===== config.mk =====
export PLATFORM = sky130hd
export DESIGN_NAME = pet_stat_engine_flat
export DESIGN_NICKNAME = d
export VERILOG_FILES = /design/src/rtl/pet_stat_engine_if.sv /design/src/rtl/pet_stat_engine.sv /design/src/flat_wrapper.sv
export SDC_FILE = /design/constraint.sdc
export NUM_CORES = 1
export LEC_CHECK = 0
export CORE_AREA = 5 5 127 129
export CTS_CLUSTER_SIZE = 20
export DETAILED_ROUTE_END_ITERATION = 6
export DIE_AREA = 0 0 132 134
export PLACE_DENSITY = 0.79
export SLEW_MARGIN = 20
export SYNTH_ARGS = -nofsm -noshare
export SYNTH_HDL_FRONTEND = slang
export SYNTH_SLANG_ARGS = --single-unit

===== constraint.sdc =====
create_clock -name clk -period 5 [get_ports clk]
set_clock_uncertainty 0.05 [all_clocks]
set_input_delay 1.5 -clock clk [delete_from_list [all_inputs] [get_ports clk]]
set_output_delay 1.5 -clock clk [all_outputs]
set_load 0.05 [all_outputs]

===== src/rtl/pet_stat_engine_if.sv =====
// Command channel between the UART decoder and the pet stat engine.
// Plain valid/ready handshake carrying one stat command per transfer.
interface pet_stat_engine_if #(
   parameter int STAT_W = 5
) ();
   logic              cmd_valid;
   logic              cmd_ready;
   logic [1:0]        cmd_op;
   logic [3:0]        cmd_idx;
   logic [STAT_W-1:0] cmd_amt;

   modport master (output cmd_valid, cmd_op, cmd_idx, cmd_amt, input cmd_ready);
   modport slave  (input cmd_valid, cmd_op, cmd_idx, cmd_amt, output cmd_ready);
endinterface


===== src/rtl/pet_stat_engine.sv =====
// Pet stat engine: NUM_STATS saturating counters with tick-driven decay,
// sleep recovery, command handshake and low/critical/dead flagging.
//
//   state   | meaning
//   --------+------------------------------------------------------------
//   S_IDLE  | accept commands; tick moves to S_SWEEP
//   S_SWEEP | one channel decayed/recovered per cycle, k = 0..NUM_STATS-1
//   S_DEAD  | tick stopped, stats frozen, commands swallowed; reset only
module pet_stat_engine #(
   parameter int NUM_STATS  = 6,
   parameter int STAT_W     = 5,
   parameter int TICK_DIV   = 10000000,
   parameter int LOW_THRESH = 4,
   parameter int SLEEP_IDX  = 4,
   parameter int DEAD_TICKS = 8
) (
   input  logic                          clk,
   input  logic                          reset,
   input  logic [7:0]                    rand_in,
   input  logic                          sleep_req,
   pet_stat_engine_if.slave              cmd,
   output logic                          tick,
   output logic [NUM_STATS*STAT_W-1:0]   stats,
   output logic [NUM_STATS-1:0]          low_mask,
   output logic                          critical,
   output logic                          dead,
   output logic                          cmd_err
);

   localparam int                CNT_W    = $clog2(TICK_DIV);
   localparam int                CRIT_W   = $clog2(DEAD_TICKS + 1);
   localparam logic [CNT_W-1:0]  CNT_LAST = CNT_W'(TICK_DIV - 1);

   typedef enum logic [1:0] {S_IDLE, S_SWEEP, S_DEAD} state_t;

   state_t                              state_q, state_d;
   logic [CNT_W-1:0]                    cnt_q;
   logic [3:0]                          k_q;
   logic [7:0]                          j_q;
   logic [CRIT_W-1:0]                   crit_cnt_q, crit_inc;
   logic [NUM_STATS-1:0][STAT_W-1:0]    stat_q, stat_d;
   logic [NUM_STATS-1:0]                low_d;
   logic                                accept, idx_ok, cmd_apply, sweep_last, any_zero;

   function automatic logic [STAT_W-1:0] sat_add(input logic [STAT_W-1:0] a, input logic [STAT_W-1:0] b);
      logic [STAT_W:0] s;
      s = {1'b0, a} + {1'b0, b};
      return s[STAT_W] ? '1 : s[STAT_W-1:0];
   endfunction

   function automatic logic [STAT_W-1:0] sat_sub(input logic [STAT_W-1:0] a, input logic [STAT_W-1:0] b);
      logic [STAT_W:0] d;
      d = {1'b0, a} - {1'b0, b};
      return d[STAT_W] ? '0 : d[STAT_W-1:0];
   endfunction

   assign stats = stat_q;

   // FSM: state register
   always_ff @(posedge clk or posedge reset) begin
      if (reset) state_q <= S_IDLE;
      else       state_q <= state_d;
   end

   // FSM: next state
   always_comb begin
      state_d = state_q;
      case (state_q)
         S_IDLE:  if (tick) state_d = S_SWEEP;
         S_SWEEP: if (sweep_last)
                     state_d = (any_zero && crit_inc == CRIT_W'(DEAD_TICKS)) ? S_DEAD : S_IDLE;
         S_DEAD:  state_d = S_DEAD;
         default: state_d = S_IDLE;
      endcase
   end

   // FSM: outputs; a tick in IDLE blocks the handshake so the sweep starts clean
   always_comb begin
      tick          = (cnt_q == CNT_LAST) && (state_q != S_DEAD);
      cmd.cmd_ready = ((state_q == S_IDLE) && !tick) || (state_q == S_DEAD);
      dead          = (state_q == S_DEAD);
   end

   always_comb begin
      accept     = cmd.cmd_valid && cmd.cmd_ready;
      idx_ok     = {1'b0, cmd.cmd_idx} < 5'(NUM_STATS);
      cmd_apply  = accept && (state_q == S_IDLE) && idx_ok;
      sweep_last = (state_q == S_SWEEP) && (k_q == 4'(NUM_STATS - 1));
      crit_inc   = crit_cnt_q + CRIT_W'(1);
      stat_d     = stat_q;
      for (int i = 0; i < NUM_STATS; i++) begin
         if (cmd_apply && cmd.cmd_idx == 4'(i)) begin
            case (cmd.cmd_op)
               2'b01:   stat_d[i] = sat_add(stat_q[i], cmd.cmd_amt);
               2'b10:   stat_d[i] = sat_sub(stat_q[i], cmd.cmd_amt);
               2'b11:   stat_d[i] = cmd.cmd_amt;
               default: stat_d[i] = stat_q[i];
            endcase
         end
         if (state_q == S_SWEEP && k_q == 4'(i)) begin
            if (sleep_req && i == SLEEP_IDX) stat_d[i] = sat_add(stat_q[i], STAT_W'(2));
            else                             stat_d[i] = sat_sub(stat_q[i], STAT_W'(j_q[k_q[2:0]]));
         end
      end
      any_zero = 1'b0;
      low_d    = '0;
      for (int i = 0; i < NUM_STATS; i++) begin
         low_d[i] = (stat_d[i] <= STAT_W'(LOW_THRESH));
         if (stat_d[i] == '0) any_zero = 1'b1;
      end
   end

   always_ff @(posedge clk or posedge reset) begin
      if (reset) begin
         stat_q     <= '1;
         cnt_q      <= '0;
         k_q        <= '0;
         j_q        <= '0;
         crit_cnt_q <= '0;
         low_mask   <= '0;
         critical   <= 1'b0;
         cmd_err    <= 1'b0;
      end else begin
         stat_q  <= stat_d;
         cmd_err <= accept && (state_q == S_IDLE) && !idx_ok;
         if (state_q != S_DEAD)
            cnt_q <= (cnt_q == CNT_LAST) ? '0 : cnt_q + CNT_W'(1);
         if (state_q == S_IDLE && tick) begin
            j_q <= rand_in;
            k_q <= '0;
         end else if (state_q == S_SWEEP) begin
            k_q <= k_q + 4'd1;
         end
         if (cmd_apply || sweep_last) begin
            low_mask <= low_d;
            critical <= any_zero;
         end
         if (sweep_last)
            crit_cnt_q <= any_zero ? crit_inc : '0;
      end
   end

endmodule


===== src/flat_wrapper.sv =====
// flat-port wrapper written by rule: the top's interface ports become plain ports
module pet_stat_engine_flat 
#(
   parameter int NUM_STATS  = 6,
   parameter int STAT_W     = 5,
   parameter int TICK_DIV   = 10000000,
   parameter int LOW_THRESH = 4,
   parameter int SLEEP_IDX  = 4,
   parameter int DEAD_TICKS = 8
)
  (clk, reset, rand_in, sleep_req, tick, stats, low_mask, critical, dead, cmd_err, cmd_cmd_valid, cmd_cmd_op, cmd_cmd_idx, cmd_cmd_amt, cmd_cmd_ready);
  pet_stat_engine_if #(.STAT_W(STAT_W)) cmd_i ();
  input  logic clk;
  input  logic reset;
  input  logic [7:0] rand_in;
  input  logic sleep_req;
  output logic tick;
  output logic [NUM_STATS*STAT_W-1:0] stats;
  output logic [NUM_STATS-1:0] low_mask;
  output logic critical;
  output logic dead;
  output logic cmd_err;
  input wire logic [$bits(cmd_i.cmd_valid)-1:0] cmd_cmd_valid;
  input wire logic [$bits(cmd_i.cmd_op)-1:0] cmd_cmd_op;
  input wire logic [$bits(cmd_i.cmd_idx)-1:0] cmd_cmd_idx;
  input wire logic [$bits(cmd_i.cmd_amt)-1:0] cmd_cmd_amt;
  output wire logic [$bits(cmd_i.cmd_ready)-1:0] cmd_cmd_ready;
  assign cmd_i.cmd_valid = cmd_cmd_valid;
  assign cmd_i.cmd_op = cmd_cmd_op;
  assign cmd_i.cmd_idx = cmd_cmd_idx;
  assign cmd_i.cmd_amt = cmd_cmd_amt;
  assign cmd_cmd_ready = cmd_i.cmd_ready;
  pet_stat_engine #(.NUM_STATS(NUM_STATS), .STAT_W(STAT_W), .TICK_DIV(TICK_DIV), .LOW_THRESH(LOW_THRESH), .SLEEP_IDX(SLEEP_IDX), .DEAD_TICKS(DEAD_TICKS)) u_core (.clk(clk), .reset(reset), .rand_in(rand_in), .sleep_req(sleep_req), .cmd(cmd_i), .tick(tick), .stats(stats), .low_mask(low_mask), .critical(critical), .dead(dead), .cmd_err(cmd_err));
endmodule

# Yosys cells after proc, flatten, opt, wreduce, memory -nomap -nowiden

Index checks and enable logic that the tools add are counted.

Bits of input ports: 23
Memory bits (writable): 0
Flip-flop bits (word level): 80
Bits in latches: 0
Memories: 0
Logic and storage cells: 153
ROM bits: 0
Output and inout bits: 41

Divide/modulo/power cells: 0
Add/sub/neg operators: 22
Bitwise gates (word level): 0
Mux-type cells: 54
Magnitude comparators: 8
Reductions and logical operators: 35
Shift-type cells: 0
Equality and inequality tests: 20
Multipliers: 0

Operator list:

| operator                                                                         | number |
|---|---|
| 5-bit two-way mux                                                                | 32 |
| 5-bit case mux with 3 select lines                                               | 6 |
| 5-bit by 5-bit adder with 6-bit output                                           | 6 |
| 5-bit by 1-bit subtractor with 6-bit output                                      | 6 |
| 5-bit by 5-bit subtractor with 6-bit output                                      | 6 |
| 5-bit by 3-bit less-or-equal comparator with 1-bit output, second input constant | 6 |
| 5-bit logical NOT                                                                | 6 |
| 24-bit by 1-bit adder with 24-bit output, second input constant                  | 1 |
| 24-bit == test, second input constant                                            | 1 |
| 24-bit two-way mux                                                               | 1 |
| 1-bit logical AND                                                                | 20 |
| 4-bit by 2-bit == test with 1-bit output, second input constant                  | 4 |
| 4-bit by 3-bit == test with 1-bit output, second input constant                  | 4 |
| 4-bit two-way mux                                                                | 3 |
| 4-bit by 1-bit adder with 4-bit output, second input constant                    | 2 |
| 4-bit by 1-bit == test with 1-bit output, second input constant                  | 2 |
| 4-bit logical NOT                                                                | 2 |
| 1-bit two-way mux                                                                | 7 |
| 5-bit by 2-bit adder with 6-bit output, second input constant                    | 1 |
| 2-bit == test, second input constant                                             | 3 |
| 2-bit two-way mux                                                                | 3 |
| 2-bit case mux with 3 select lines                                               | 1 |
| 2-bit by 1-bit == test with 1-bit output, second input constant                  | 2 |
| 4-bit == test, second input constant                                             | 1 |
| 10 further kinds                                                                 | 13 |

# Longest topological paths before layout

Depth in word-level cells: 22
Mapped depth: 14
Mapped depth without buffers: 14

# Worst setup path after synthesis

OpenSTA, ideal clock, no wires.

Path type: input port to flip-flop
Start point: input port cmd_cmd_amt[1]
End point: register u_core.crit_cnt_q[1]
Arrival time: 4256 ps
Path buffers: 0
Stages on the path: 11
Data required time: 4859 ps
Setup slack: 604 ps
Cell sequence: inv_1 ha_1 nor2b_1 o31ai_1 a21oi_1 a2111oi_0 a21oi_1 a2111oi_0 a31oi_1 and3_4 o31ai_4

Cells in the longest elaborated chain, start to end: 13
Elaborated cells between the ends (all ways): 55
Those cells by class: 12 x add/sub; 37 x mux; 6 x reduce/logical

Ends and longest elaborated chain:

| item                                                                                                         | RTL line                                     | RTL |
|---|---|---|
| from (decl)                                                                                                  | flat_wrapper.sv:26                           | `input wire logic [$bits(cmd_i.cmd_amt)-1:0] cmd_cmd_amt;` |
| 5-bit by 5-bit subtractor with 6-bit output / 5-bit by 5-bit adder with 6-bit output (equally long branches) | pet_stat_engine.sv:53, pet_stat_engine.sv:47 |  |
| 5-bit two-way mux, on equally long branches                                                                  | pet_stat_engine.sv:54, pet_stat_engine.sv:48 |  |
| 5-bit case mux with 3 select lines                                                                           | pet_stat_engine.sv:93                        | `case (cmd.cmd_op)` |
| 5-bit two-way mux                                                                                            | pet_stat_engine.sv:92                        | `if (cmd_apply && cmd.cmd_idx == 4'(i)) begin` |
| 5-bit two-way mux                                                                                            | pet_stat_engine.sv:100                       | `if (state_q == S_SWEEP && k_q == 4'(i)) begin` |
| 5-bit logical NOT                                                                                            | pet_stat_engine.sv:109                       | `if (stat_d[i] == '0) any_zero = 1'b1;` |
| 1-bit two-way mux (5 in series)                                                                              | pet_stat_engine.sv:109                       |  |
| 1-bit two-way mux (*)                                                                                        | pet_stat_engine.sv:109                       |  |
| 4-bit two-way mux (*)                                                                                        | pet_stat_engine.sv:139                       | `crit_cnt_q <= any_zero ? crit_inc : '0;` |
| to (signal assigned)                                                                                         | pet_stat_engine.sv:139                       |  |
| to (decl)                                                                                                    | pet_stat_engine.sv:40                        | `logic [CRIT_W-1:0] crit_cnt_q, crit_inc;` |

Every way passes the cells marked *; elsewhere a longest branch is shown, timed or not.
A chain may end at the register's enable or synchronous reset.

==> out/metrics.csv <==
stage,metric,value,unit
layout,Fillers,1302,
pwr,worst vdd rail ir drop,0.219,mV
clock_network,clock transition at the registers of the reported paths,0.06,ns
placed_design,HPWL Detailed,17600,um
grt,GRT Total Usage,0.262,
pwr,Sw Ratio,0.302,
clock_network,Skew-Pair Late Insertion Delay,0.36,ns
placed_design,Placement Cell Area,8980,um^2
pwr,leakage,4.04,nW
setup_path,Worst path max stage delay,0.47,ns
yosys,Yosys cell types,80,
yosys,Ys Warns,0,
clock_network,Clock H-tree levels,3,
sta,Achievable Freq,0.213,GHz
hold_path,worst hold path type,flop to flop,
clock_network,CTS Hold Buffers Added,0,
grt,global-route wire length before repair,37900,um
pwr,clock share of power,0.417,
job,max cap viols,0,
pwr,combinational cell fraction of total power,0.172,
sta,worst-margin pin slew,0.902,ns
placed_design,Placer Congestion,0.989,
floorplanning,die area,17700,um^2
routing,total wire length,23100,um
layout,cell area after layout,9270,um^2
layout,Layout Area Growth over Synthesis,17.9,%
yosys,mapped cell area,7870,um^2
sta,Setup Viol. Count Final,0,
routing,first-iteration detailed-routing DRC count,804,
setup_path,Worst setup SP type,primary input,
clock_network,Post-CTS Setup Bufs,0,
sta,Rel. slew slack,0.398,
setup_path,slowest cell on the critical path,a2111oi_1,
floorplanning,die width,132,um
clock_network,post-CTS sizing,0,
setup_path,Setup crit end kind,flop,
sta,final worst path period share,0.938,
sta,Max Transition Viols Final,0,
floorplanning,core area,14900,um^2
routing,Vias,7754,
layout,fraction of layout cells with a size suffix above 1,0.119,
floorplanning,# rows,45,
floorplanning,Initial Utilization,0.527,
yosys,Mean Syn Cell Area,8.18,um^2
pwr,Total Power,1.59,mW
grt,grt ovf,0,
setup_path,crit-path cells,"clkdlybuf4s50_1, inv_1, buf_4, ha_1, nor2b_1, o31ai_1, a21oi_1, a2111oi_1, o21ai_1, a2111oi_1, a31oi_1, and3_4, o31ai_4",
outcome,outcome,"complete, no violations",
clock_network,clock tree sinks,80,
routing,"antenna viol nets, final",0,
routing,wire per inst,18.6,um
yosys,ys async rst share,1.00,
pwr,Reg power frac,0.410,
setup_path,crit path kind,primary input to flop,
floorplanning,Top Ports,64,
routing,vias per cell,6.23,
placed_design,Port Buffer Count,63,
grt,vias in the first global route,7377,
layout,final net count,1168,
routing,drt first pass iters,6,
routing,Post-route DRC,0,
yosys,post-synthesis sequential area ratio,0.259,
grt,initial antenna violation count,0,
setup_path,WP data arrival,4.91,ns
yosys,largest area contributor in the netlist,dfrtp_1,
yosys,syn_nets,1078,
yosys,Yosys reg bits,80,
yosys,Cells after Synth,962,
yosys,share of the synthesized area in the top cell type,0.159,
sta,minimum clock period,4.69,ns
clock_network,CTS Buf Count,9,
sta,final hold violation count,0,
yosys,Post-synth EDFFs,0,
setup_path,maximum fanout along the worst path,14,
clock_network,clk buf depth,2,
floorplanning,Die Height,134,um
pwr,internal power,1.11,mW
pwr,switching pwr,0.481,mW
grt,largest net degree at the start of global routing,54,
clock_network,CTS tree,yes,
setup_path,WP data required,5.22,ns
setup_path,most frequent CP cell,a2111oi_1,
layout,diode count,0,
yosys,ranking of synthesized cells by area,"dfrtp_1 16%, ha_1 13%, dfstp_2 10%",
pwr,pwr dens,172,nW/um^2
yosys,dominant synthesized flop cell,dfrtp_1,
clock_network,clock tree root driver cell,clkbuf_16,
==> logic make-up (layout without fill, tap and decap cells) <==
group | after synthesis | after routing | share of synthesized area
and+or+nand+nor | 356 | 356 | 0.236
AOI/OAI and AO/OA | 289 | 289 | 0.237
adders and majority gates | 93 | 93 | 0.159
buffers and inverters | 93 | 188 | 0.0450
DFF | 80 | 80 | 0.259
xor gates and xnor gates | 37 | 37 | 0.0412
muxes | 14 | 14 | 0.0216
==> per-stage QoR <==
stage	setup TNS (ns)	hold WS (ns)	setup slack (ns)	instances	util
finish	0	0.414	0.310	1245	0.622
global placement	0	0.395	0.0930	1229	0.602
detailed placement	0	0.405	0.0402	1229	0.602
CTS	0	0.420	0.369	1245	0.621
floorplan	0	0.383	0.604	962	-
global route	-0.0173	0.451	-0.0173	1245	0.622
==> worst max-delay path: cells and delay by family <==
kind | cells | cell delay [ns]
and+or+nand+nor | 2 | 0.44
buffers and inverters | 3 | 0.82
adders and majority gates | 1 | 0.30
AOI/OAI and AO/OA | 7 | 1.85
==> synthesized netlist by cell type, drive strengths merged (5+ instances only) <==
library cell  instances
nand2                92
ha                   81
a21oi                78
nor2                 78
o21ai                76
inv                  61
dfrtp                50
nand3                35
dfstp                30
clkbuf               25
nand2b               22
nor3                 22
nor3b                20
and3                 19
nor2b                19
xnor2                19
xor2                 18
o31ai                15
a211oi               14
a31oi                13
a21o                 12
fa                   12
o21bai               10
nor4                  9
or3                   9
mux2i                 8
a221oi                7
buf                   7
o21a                  7
nand4                 6
nor4b                 6
o211ai                6
a2111oi               5
a311oi                5
and2                  5
o22ai                 5
==> power by group through the flow <==
stage                     sequential (mW)  combinational, mW  clock (mW)
after global routing                0.653              0.300       0.698
after CTS                           0.653              0.270       0.675
after global placement              0.664              0.265           0
after detailed placement            0.664              0.268           0
final                               0.653              0.274       0.664
after floorplan                     0.668              0.162           0
==> cell type report <==
type,count,area (um^2),area share
Clock buffer,9,225,0.0243
Clock inverter,7,60.1,0.00648
Inverter,61,230,0.0248
Multi-Input combinational cell,789,5480,0.591
Sequential cell,80,2040,0.220
Tap cell,188,235,0.0254
Timing Repair Buffer,111,1000,0.108
==> worst paths after layout <==
check / cells after the start / startpoint / slack, ns / to
setup reg to reg: 12 / u_core.k_q[0] / 1.06 / u_core.crit_cnt_q[1]
max in group asynchronous: 3 / reset / 2.51 / u_core.stats[7]
setup / recovery: 13 / cmd_cmd_amt[1] / 0.31 / u_core.crit_cnt_q[1]
hold reg to reg: 2 / u_core.j_q[0] / 0.41 / u_core.j_q[0]
min in group asynchronous: 2 / reset / 1.58 / u_core.crit_cnt_q[2]
hold / removal: 2 / u_core.j_q[0] / 0.41 / u_core.j_q[0]
==> metal layers <==
layer,share of wire,GRT usage
met1,0.43,0.355
met5,0,0
met3,0.075,0.0435
met2,0.46,0.418
met4,0.031,0.106
==> registers in the layout (all words and copies together), names as in the netlist <==
register and cells:
u_core.k_q 4, u_core.stats 30, u_core.low_mask 6, u_core.cnt_q 24, u_core.j_q 8, u_core.crit_cnt_q 4
u_core.cmd_err 1, u_core.state_q 2, u_core.critical 1
==> cells in the final DEF (no fill, tap or decap), drive strengths merged, types with 20 or more instances in the layout <==
cell / n
nor3: 22
clkdlybuf4s50: 63
nand3: 35
dfrtp: 50
ha: 81
o21ai: 76
nand2b: 22
nor2: 78
nor3b: 20
dfstp: 30
inv: 66
a21oi: 78
buf: 48
nand2: 92
Note: power is estimated with default switching activity, not from simulation.
